$ cat config.mk
export PLATFORM = sky130hd
export DESIGN_NAME = uart_tx_arbiter
export DESIGN_NICKNAME = d
export VERILOG_FILES = /design/src/rtl/uart_arb_pkg.sv /design/src/rtl/uart_tx_arbiter_rr_pick.sv /design/src/rtl/uart_tx_arbiter.sv
export SDC_FILE = /design/constraint.sdc
export NUM_CORES = 1
export LEC_CHECK = 0
export BUFFER_PORTS_ARGS = -buffer_cell sky130_fd_sc_hd__buf_2
export CAP_MARGIN = 20
export CORE_MARGIN = 2
export CORE_UTILIZATION = 40
export CTS_BUF_LIST = sky130_fd_sc_hd__clkbuf_4
export DETAILED_ROUTE_END_ITERATION = 7
export REMOVE_ABC_BUFFERS = 1
export SLEW_MARGIN = 5
export SYNTH_ARGS = -nofsm -noshare
export SYNTH_HDL_FRONTEND = slang
export SYNTH_SLANG_ARGS = --single-unit
$ cat constraint.sdc
create_clock -name clk_i -period 3.13 [get_ports clk_i]
set_input_delay 0.313 -clock clk_i [delete_from_list [all_inputs] [get_ports clk_i]]
set_output_delay 0.313 -clock clk_i [all_outputs]
set_load 0.02 [all_outputs]
$ cat src/rtl/uart_arb_pkg.sv
// Shared definitions for the UART transmit arbiter: FSM encoding, byte width
// and the wrap-around index helper used by the rotate-priority selector.
package uart_arb_pkg;

  localparam int BYTE_W = 8;

  typedef enum logic [1:0] {
    ST_IDLE      = 2'd0,
    ST_ISSUE     = 2'd1,
    ST_GUARD     = 2'd2,
    ST_WAIT_DONE = 2'd3
  } arb_state_e;

  function automatic int unsigned wrap_add(input int unsigned base,
                                           input int unsigned off,
                                           input int unsigned n);
    return (base + off) % n;
  endfunction

endpackage

$ cat src/rtl/uart_tx_arbiter_rr_pick.sv
// Combinational rotate-priority selector: returns the first set request at or
// after start_i, wrapping around the request vector.
module rr_pick
  import uart_arb_pkg::*;
#(
  parameter int NUM_REQ = 4,
  parameter int ID_BITS = 2
) (
  input  logic [NUM_REQ-1:0] req_i,
  input  logic [ID_BITS-1:0] start_i,
  output logic               found_o,
  output logic [ID_BITS-1:0] idx_o
);

  logic [ID_BITS-1:0] cand_s;
  logic               hit_s;

  // Walk from the farthest offset to the nearest so the nearest hit overwrites
  always_comb begin
    found_o = 1'b0;
    idx_o   = '0;
    cand_s  = '0;
    hit_s   = 1'b0;
    for (int off = NUM_REQ - 1; off >= 0; off--) begin
      cand_s  = ID_BITS'(wrap_add(int'(start_i), int'(off), NUM_REQ));
      hit_s   = req_i[cand_s];
      found_o = found_o | hit_s;
      idx_o   = hit_s ? cand_s : idx_o;
    end
  end

endmodule

$ cat src/rtl/uart_tx_arbiter.sv
// Shares one UART transmitter between NUM_REQ requesters with message-level
// round-robin arbitration, a per-message lock and an idle-owner lock timeout.
module uart_tx_arbiter
  import uart_arb_pkg::*;
#(
  parameter int NUM_REQ      = 4,
  parameter int ID_BITS      = 2,
  parameter int TIMEOUT_BITS = 16,
  parameter int LOCK_TIMEOUT = 1000
) (
  input  logic                      clk_i,
  input  logic                      rst_ni,
  input  logic [NUM_REQ-1:0]        req_valid_i,
  input  logic [NUM_REQ*BYTE_W-1:0] req_data_i,
  input  logic [NUM_REQ-1:0]        req_last_i,
  output logic [NUM_REQ-1:0]        req_ready_o,
  output logic                      tx_enable_o,
  output logic [BYTE_W-1:0]         tx_data_o,
  input  logic                      tx_busy_i,
  output logic [ID_BITS-1:0]        grant_id_o,
  output logic                      locked_o,
  output logic                      timeout_pulse_o
);

  localparam logic [TIMEOUT_BITS-1:0] CNT_LAST = TIMEOUT_BITS'(LOCK_TIMEOUT - 1);
  localparam logic [TIMEOUT_BITS-1:0] CNT_MAX  = {TIMEOUT_BITS{1'b1}};
  localparam logic [ID_BITS-1:0]      LAST_ID  = ID_BITS'(NUM_REQ - 1);

  arb_state_e              state_q;
  logic [ID_BITS-1:0]      grant_q;
  logic [ID_BITS-1:0]      rr_ptr_q;
  logic                    locked_q;
  logic                    tx_enable_q;
  logic                    timeout_pulse_q;
  logic [BYTE_W-1:0]       tx_data_q;
  logic [TIMEOUT_BITS-1:0] idle_cnt_q;
  logic [TIMEOUT_BITS-1:0] idle_cnt_d;

  logic [NUM_REQ-1:0] cand_s;
  logic [ID_BITS-1:0] start_s;
  logic               pick_found_s;
  logic [ID_BITS-1:0] pick_idx_s;
  logic [ID_BITS-1:0] rr_next_s;
  logic [BYTE_W-1:0]  pick_data_s;
  logic               accept_s;
  logic               idle_tick_s;
  logic               timeout_hit_s;

  // While locked only the owner may compete, starting the search at the owner
  always_comb begin
    cand_s  = '0;
    start_s = rr_ptr_q;
    if (locked_q) begin
      cand_s[grant_q] = req_valid_i[grant_q];
      start_s         = grant_q;
    end else begin
      cand_s  = req_valid_i;
      start_s = rr_ptr_q;
    end
  end

  rr_pick #(
    .NUM_REQ (NUM_REQ),
    .ID_BITS (ID_BITS)
  ) u_rr_pick (
    .req_i   (cand_s),
    .start_i (start_s),
    .found_o (pick_found_s),
    .idx_o   (pick_idx_s)
  );

  assign accept_s    = rst_ni && (state_q == ST_IDLE) && !tx_busy_i && pick_found_s;
  assign idle_tick_s = (state_q == ST_IDLE) && locked_q && !tx_busy_i && !req_valid_i[grant_q];
  assign rr_next_s   = (pick_idx_s == LAST_ID) ? '0 : pick_idx_s + ID_BITS'(1);
  assign pick_data_s = req_data_i[BYTE_W*int'(pick_idx_s) +: BYTE_W];

  // Lock-idle counter: an accept always wins over a timeout in the same cycle
  always_comb begin
    idle_cnt_d    = idle_cnt_q;
    timeout_hit_s = 1'b0;
    if (accept_s) begin
      idle_cnt_d = '0;
    end else if (idle_tick_s) begin
      if (idle_cnt_q == CNT_LAST) begin
        idle_cnt_d    = '0;
        timeout_hit_s = 1'b1;
      end else if (idle_cnt_q != CNT_MAX) begin
        idle_cnt_d = idle_cnt_q + TIMEOUT_BITS'(1);
      end else begin
        idle_cnt_d = idle_cnt_q;
      end
    end else begin
      idle_cnt_d = idle_cnt_q;
    end
  end

  // Ready is the accept decision itself so the byte is consumed in this cycle
  always_comb begin
    req_ready_o = '0;
    if (accept_s) begin
      req_ready_o[pick_idx_s] = 1'b1;
    end else begin
      req_ready_o = '0;
    end
  end

  // Arbiter FSM with all registered outputs
  always_ff @(posedge clk_i or negedge rst_ni) begin
    if (!rst_ni) begin
      state_q         <= ST_IDLE;
      grant_q         <= '0;
      rr_ptr_q        <= '0;
      locked_q        <= 1'b0;
      tx_enable_q     <= 1'b0;
      timeout_pulse_q <= 1'b0;
      tx_data_q       <= '0;
      idle_cnt_q      <= '0;
    end else begin
      tx_enable_q     <= 1'b0;
      timeout_pulse_q <= 1'b0;
      idle_cnt_q      <= idle_cnt_d;
      case (state_q)
        ST_IDLE: begin
          if (accept_s) begin
            tx_data_q   <= pick_data_s;
            grant_q     <= pick_idx_s;
            rr_ptr_q    <= rr_next_s;
            locked_q    <= !req_last_i[pick_idx_s];
            tx_enable_q <= 1'b1;
            state_q     <= ST_ISSUE;
          end else if (timeout_hit_s) begin
            locked_q        <= 1'b0;
            timeout_pulse_q <= 1'b1;
            state_q         <= ST_IDLE;
          end else begin
            state_q <= ST_IDLE;
          end
        end
        ST_ISSUE:     state_q <= ST_GUARD;
        // UART busy may lag dataAvailable by a cycle, so it is not sampled here
        ST_GUARD:     state_q <= ST_WAIT_DONE;
        ST_WAIT_DONE: state_q <= tx_busy_i ? ST_WAIT_DONE : ST_IDLE;
        default:      state_q <= ST_IDLE;
      endcase
    end
  end

  assign tx_enable_o     = tx_enable_q;
  assign tx_data_o       = tx_data_q;
  assign grant_id_o      = grant_q;
  assign locked_o        = locked_q;
  assign timeout_pulse_o = timeout_pulse_q;

endmodule

==> summary.txt <==
Layout
  – Most common cell after layout, fill and taps aside: sky130_fd_sc_hd__buf_2
  – Commonest non-fill, non-tap cells in the layout: sky130_fd_sc_hd__buf_2 (59), sky130_fd_sc_hd__dfrtp_1 (33), sky130_fd_sc_hd__a21oi_1 (17), sky130_fd_sc_hd__nand3_1 (17), sky130_fd_sc_hd__nand2_1 (16)
  – Number of nets in the layout: 341
  – Final std cell area, no fill: 2621 um2
  – Growth of design area from synthesis to finish: 21.52%
  – Share of layout cells above drive strength 1: 0.3007
  – Antenna cell count: 0
  – End-of-flow core utilization: 0.5100

Setup path
  – Critical path launch point type: flip-flop
  – Required time at the endpoint of the critical path: 2820 ps
  – Number of buffer and inverter stages on the critical path: 1
  – End of the worst register-to-register path: idle_cnt_q[10]
  – Worst stage delay on the critical path: 660 ps
  – Cell with the largest stage delay on the worst path: sky130_fd_sc_hd__dfrtp_1
  – Beginning of the worst register-to-register path: grant_id_o[0]
  – Setup slack of the worst register-to-register path: 630 ps
  – Reg2Reg Depth: 6
  – Cells along the critical path: nand2b_1, a21oi_1, nor2_1, o211a_1, and2_1, buf_2
  – CP Max Fanout: 20
  – Critical path arrival: 2490 ps
  – Cell family with the largest share of critical-path delay: compound AO/OA/AOI/OAI gates
  – Capturing element type of the critical path: primary output
  – Critical path start-end classification: flip-flop to primary output

Clock network
  – Number of gates resized after cts: 0
  – Insertion delay of the later-clocked pin in the worst-skew pair: 330 ps
  – CTS tree: yes
  – Root buffer selected by CTS: sky130_fd_sc_hd__clkbuf_4
  – CTS max path bufs: 2
  – Clock sink count: 33
  – Postcts setup bufs: 0
  – H-Tree Depth: 2
  – Hold buffer count at CTS: 0
  – Cts bufs inserted: 5
  – Clock slew at reported path FFs: 110 ps

Route
  – Routed wire length: 4.878 mm
  – Wire length per cell after detailed routing: 13.33 um
  – Detail-routed via count per cell: 5.249
  – DRT antenna net count: 0
  – Sum of met2 wire segment lengths after detailed routing: 2.202 mm
  – WL met1: 2.371 mm
  – Top routing layer in use: met4
  – Number of design-rule violations left by the first detailed-router iteration: 72
  – Routed wire length on met3: 267 um
  – Detailed-routing iteration count for the pre-antenna-repair pass: 4
  – Via Count: 1,921
  – Number of design rule violations left after detail routing: 0

STA
  – Worst hold slack: 26.34 ps
  – Remaining max-slew budget at the tightest pin: 0.5624
  – Total count of hold-check failures in the final report: 0
  – Unrepaired setup endpoints after global routing: no
  – Fmax: 356.3 MHz
  – Pin slew with the least headroom to its limit: 650.5 ps
  – Tmin final: 2807 ps
  – Max Transition Viols Final: 0
  – Post-route setup slack: 323.4 ps
  – Fin crit share: 0.8967
  – Clock skew after layout: 3.962 ps
  – Final setup fails: 0

Floorplanning
  – Width of the chip: 77.44 um
  – Vertical die dimension: 77.44 um
  – CORE AREA: 5140 um2
  – Starting density of the core: 0.4197
  – FP Rows: 26
  – Area of the die: 5996 um2
  – Top Ports: 60

Global routing
  – Number of global-route vias before repair: 1,958
  – Largest net degree at the start of global routing: 34
  – Antenna violations before repair: 0
  – Global-route usage over all layers: 0.1779
  – First-pass GRT wire length: 8.769 mm
  – Residual overflow from global routing: 0

Logic synthesis
  – Cells taking the most area after synthesis: sky130_fd_sc_hd__dfrtp_1 (38%), sky130_fd_sc_hd__mux2i_1 (5.6%), sky130_fd_sc_hd__mux2_2 (4.7%)
  – Main synth FF type: sky130_fd_sc_hd__dfrtp_1
  – Share of synthesized flip-flops with an asynchronous set or reset: 1.000
  – Cell taking the most area after synthesis: sky130_fd_sc_hd__dfrtp_1
  – Mapped Area: 2157 um2
  – Area share of the largest cell type after synthesis: 0.3828
  – Synthesized area per cell: 9.102 um2
  – Post-synthesis sequential area ratio: 0.3828
  – Number of different library cells in the post-synthesis netlist: 52
  – Post-synthesis cell count: 237
  – Number of flops mapped to enable cells by yosys: 0
  – Yosys warns: 0
  – #FFs+latches synth: 33

Outcome
  – Result of the run: finished clean

Pwr
  – Leakage dissipation: 0.001199 uW
  – Power per cell area: 706.8 nW/um2
  – Maximum vdd ir drop: 398.7 uV

Place
  – Pre-CTS setup slack: 656.8 ps
  – Detailed placement HPWL: 3.627 mm
  – Number of buffers inserted by port buffering: 59
  – Cell area reported after detailed placement: 2515 um2
  – Final weighted congestion in routability-driven placement: 0.9012

Job
  – MaxCap Viol Count: 0

Hold path
  – Hold/Removal Path Class: primary input to asynchronous set/reset pin
==> layer usage <==
layer | GRT usage | vias to the layer above
met5 | 0 | -
met4 | 0.04643 | 0
met1 | 0.2383 | 878
met3 | 0.03953 | 4
met2 | 0.2913 | 57
li1 | - | 982
==> area by class of cell <==
class                      count  area, um2
sequential                    33      825.8
clock buffer                   5      37.54
multi-input combinational    179       1224
clock inverter                 3      68.82
tap                           70      87.58
inverter                      12      45.04
fill                         498       2519
timing repair buffer          64      332.8
==> registers in the layout, summed over array words and instances, names as in the netlist <==
signal and cells:
grant_id_o 2, idle_cnt_q 16, locked_o 1, rr_ptr_q 2
state_q 2, timeout_pulse_o 1, tx_data_o 8, tx_enable_o 1
==> power by group <==
part / switching [uW] / internal (uW)
sequential: 120 / 533
clock: 157 / 251
combinational: 425 / 366
==> per-stage QoR <==
stage               power, uW  TNS, ps  std cells
floorplan                1202    -1368        224
global placement         1447        0        358
detailed placement       1459        0        358
CTS                      1876        0        366
global route             2006        0        366
finish                   1853        0        366
==> worst register-to-register path, cell delays in order (launching register included) <==
cell and delay [ps]:
sky130_fd_sc_hd__dfrtp_1 520, sky130_fd_sc_hd__mux4_2 550, sky130_fd_sc_hd__nand3b_4 190, sky130_fd_sc_hd__a41oi_2 440, sky130_fd_sc_hd__nand2_1 170, sky130_fd_sc_hd__or4_1 420, sky130_fd_sc_hd__a21oi_1 150
==> synth_stat cells (2+ instances only) <==
cell type,n
sky130_fd_sc_hd__dfrtp_1,33
sky130_fd_sc_hd__a21oi_1,17
sky130_fd_sc_hd__nand3_1,17
sky130_fd_sc_hd__nand2_1,16
sky130_fd_sc_hd__nor2_1,14
sky130_fd_sc_hd__inv_1,12
sky130_fd_sc_hd__mux2i_1,12
sky130_fd_sc_hd__o21ai_0,10
sky130_fd_sc_hd__mux2_2,9
sky130_fd_sc_hd__o221ai_1,8
sky130_fd_sc_hd__clkbuf_1,7
sky130_fd_sc_hd__nand2b_1,6
sky130_fd_sc_hd__and2_1,5
sky130_fd_sc_hd__and3_1,5
sky130_fd_sc_hd__nand3b_1,5
sky130_fd_sc_hd__nor3_1,5
sky130_fd_sc_hd__nor4_1,5
sky130_fd_sc_hd__or3_1,4
sky130_fd_sc_hd__buf_2,3
sky130_fd_sc_hd__ha_1,3
sky130_fd_sc_hd__nor2b_1,3
sky130_fd_sc_hd__o21ai_1,3
sky130_fd_sc_hd__buf_6,2
sky130_fd_sc_hd__nand4_1,2
sky130_fd_sc_hd__nor3_2,2
sky130_fd_sc_hd__o21a_1,2
sky130_fd_sc_hd__xor2_1,2
==> how the worst max path moves through the flow <==
stage	cells after the start	from	slack [ps]	endpoint
after floorplan	5	locked_o	-190	req_ready_o[2]
after global placement	9	locked_o	720	req_ready_o[3]
after detailed placement	6	grant_id_o[0]	660	idle_cnt_q[10]
after CTS	6	locked_o	280	req_ready_o[2]
after global routing	9	locked_o	100	req_ready_o[3]
final	6	locked_o	320	req_ready_o[2]
==> cell families (layout without fill, tap and decap cells) <==
logic type,after synthesis,count (layout),synth area share
AND/OR/NAND/NOR,97,97,0.2529
buffers and inverters,25,84,0.05394
flip-flops,33,33,0.3828
XOR/XNOR,3,3,0.01218
AO/OA/AOI/OAI,53,53,0.1624
adder cells (fa/ha/maj),3,3,0.01740
multiplexers,23,23,0.1183
Power figures use the tool's default switching activity.
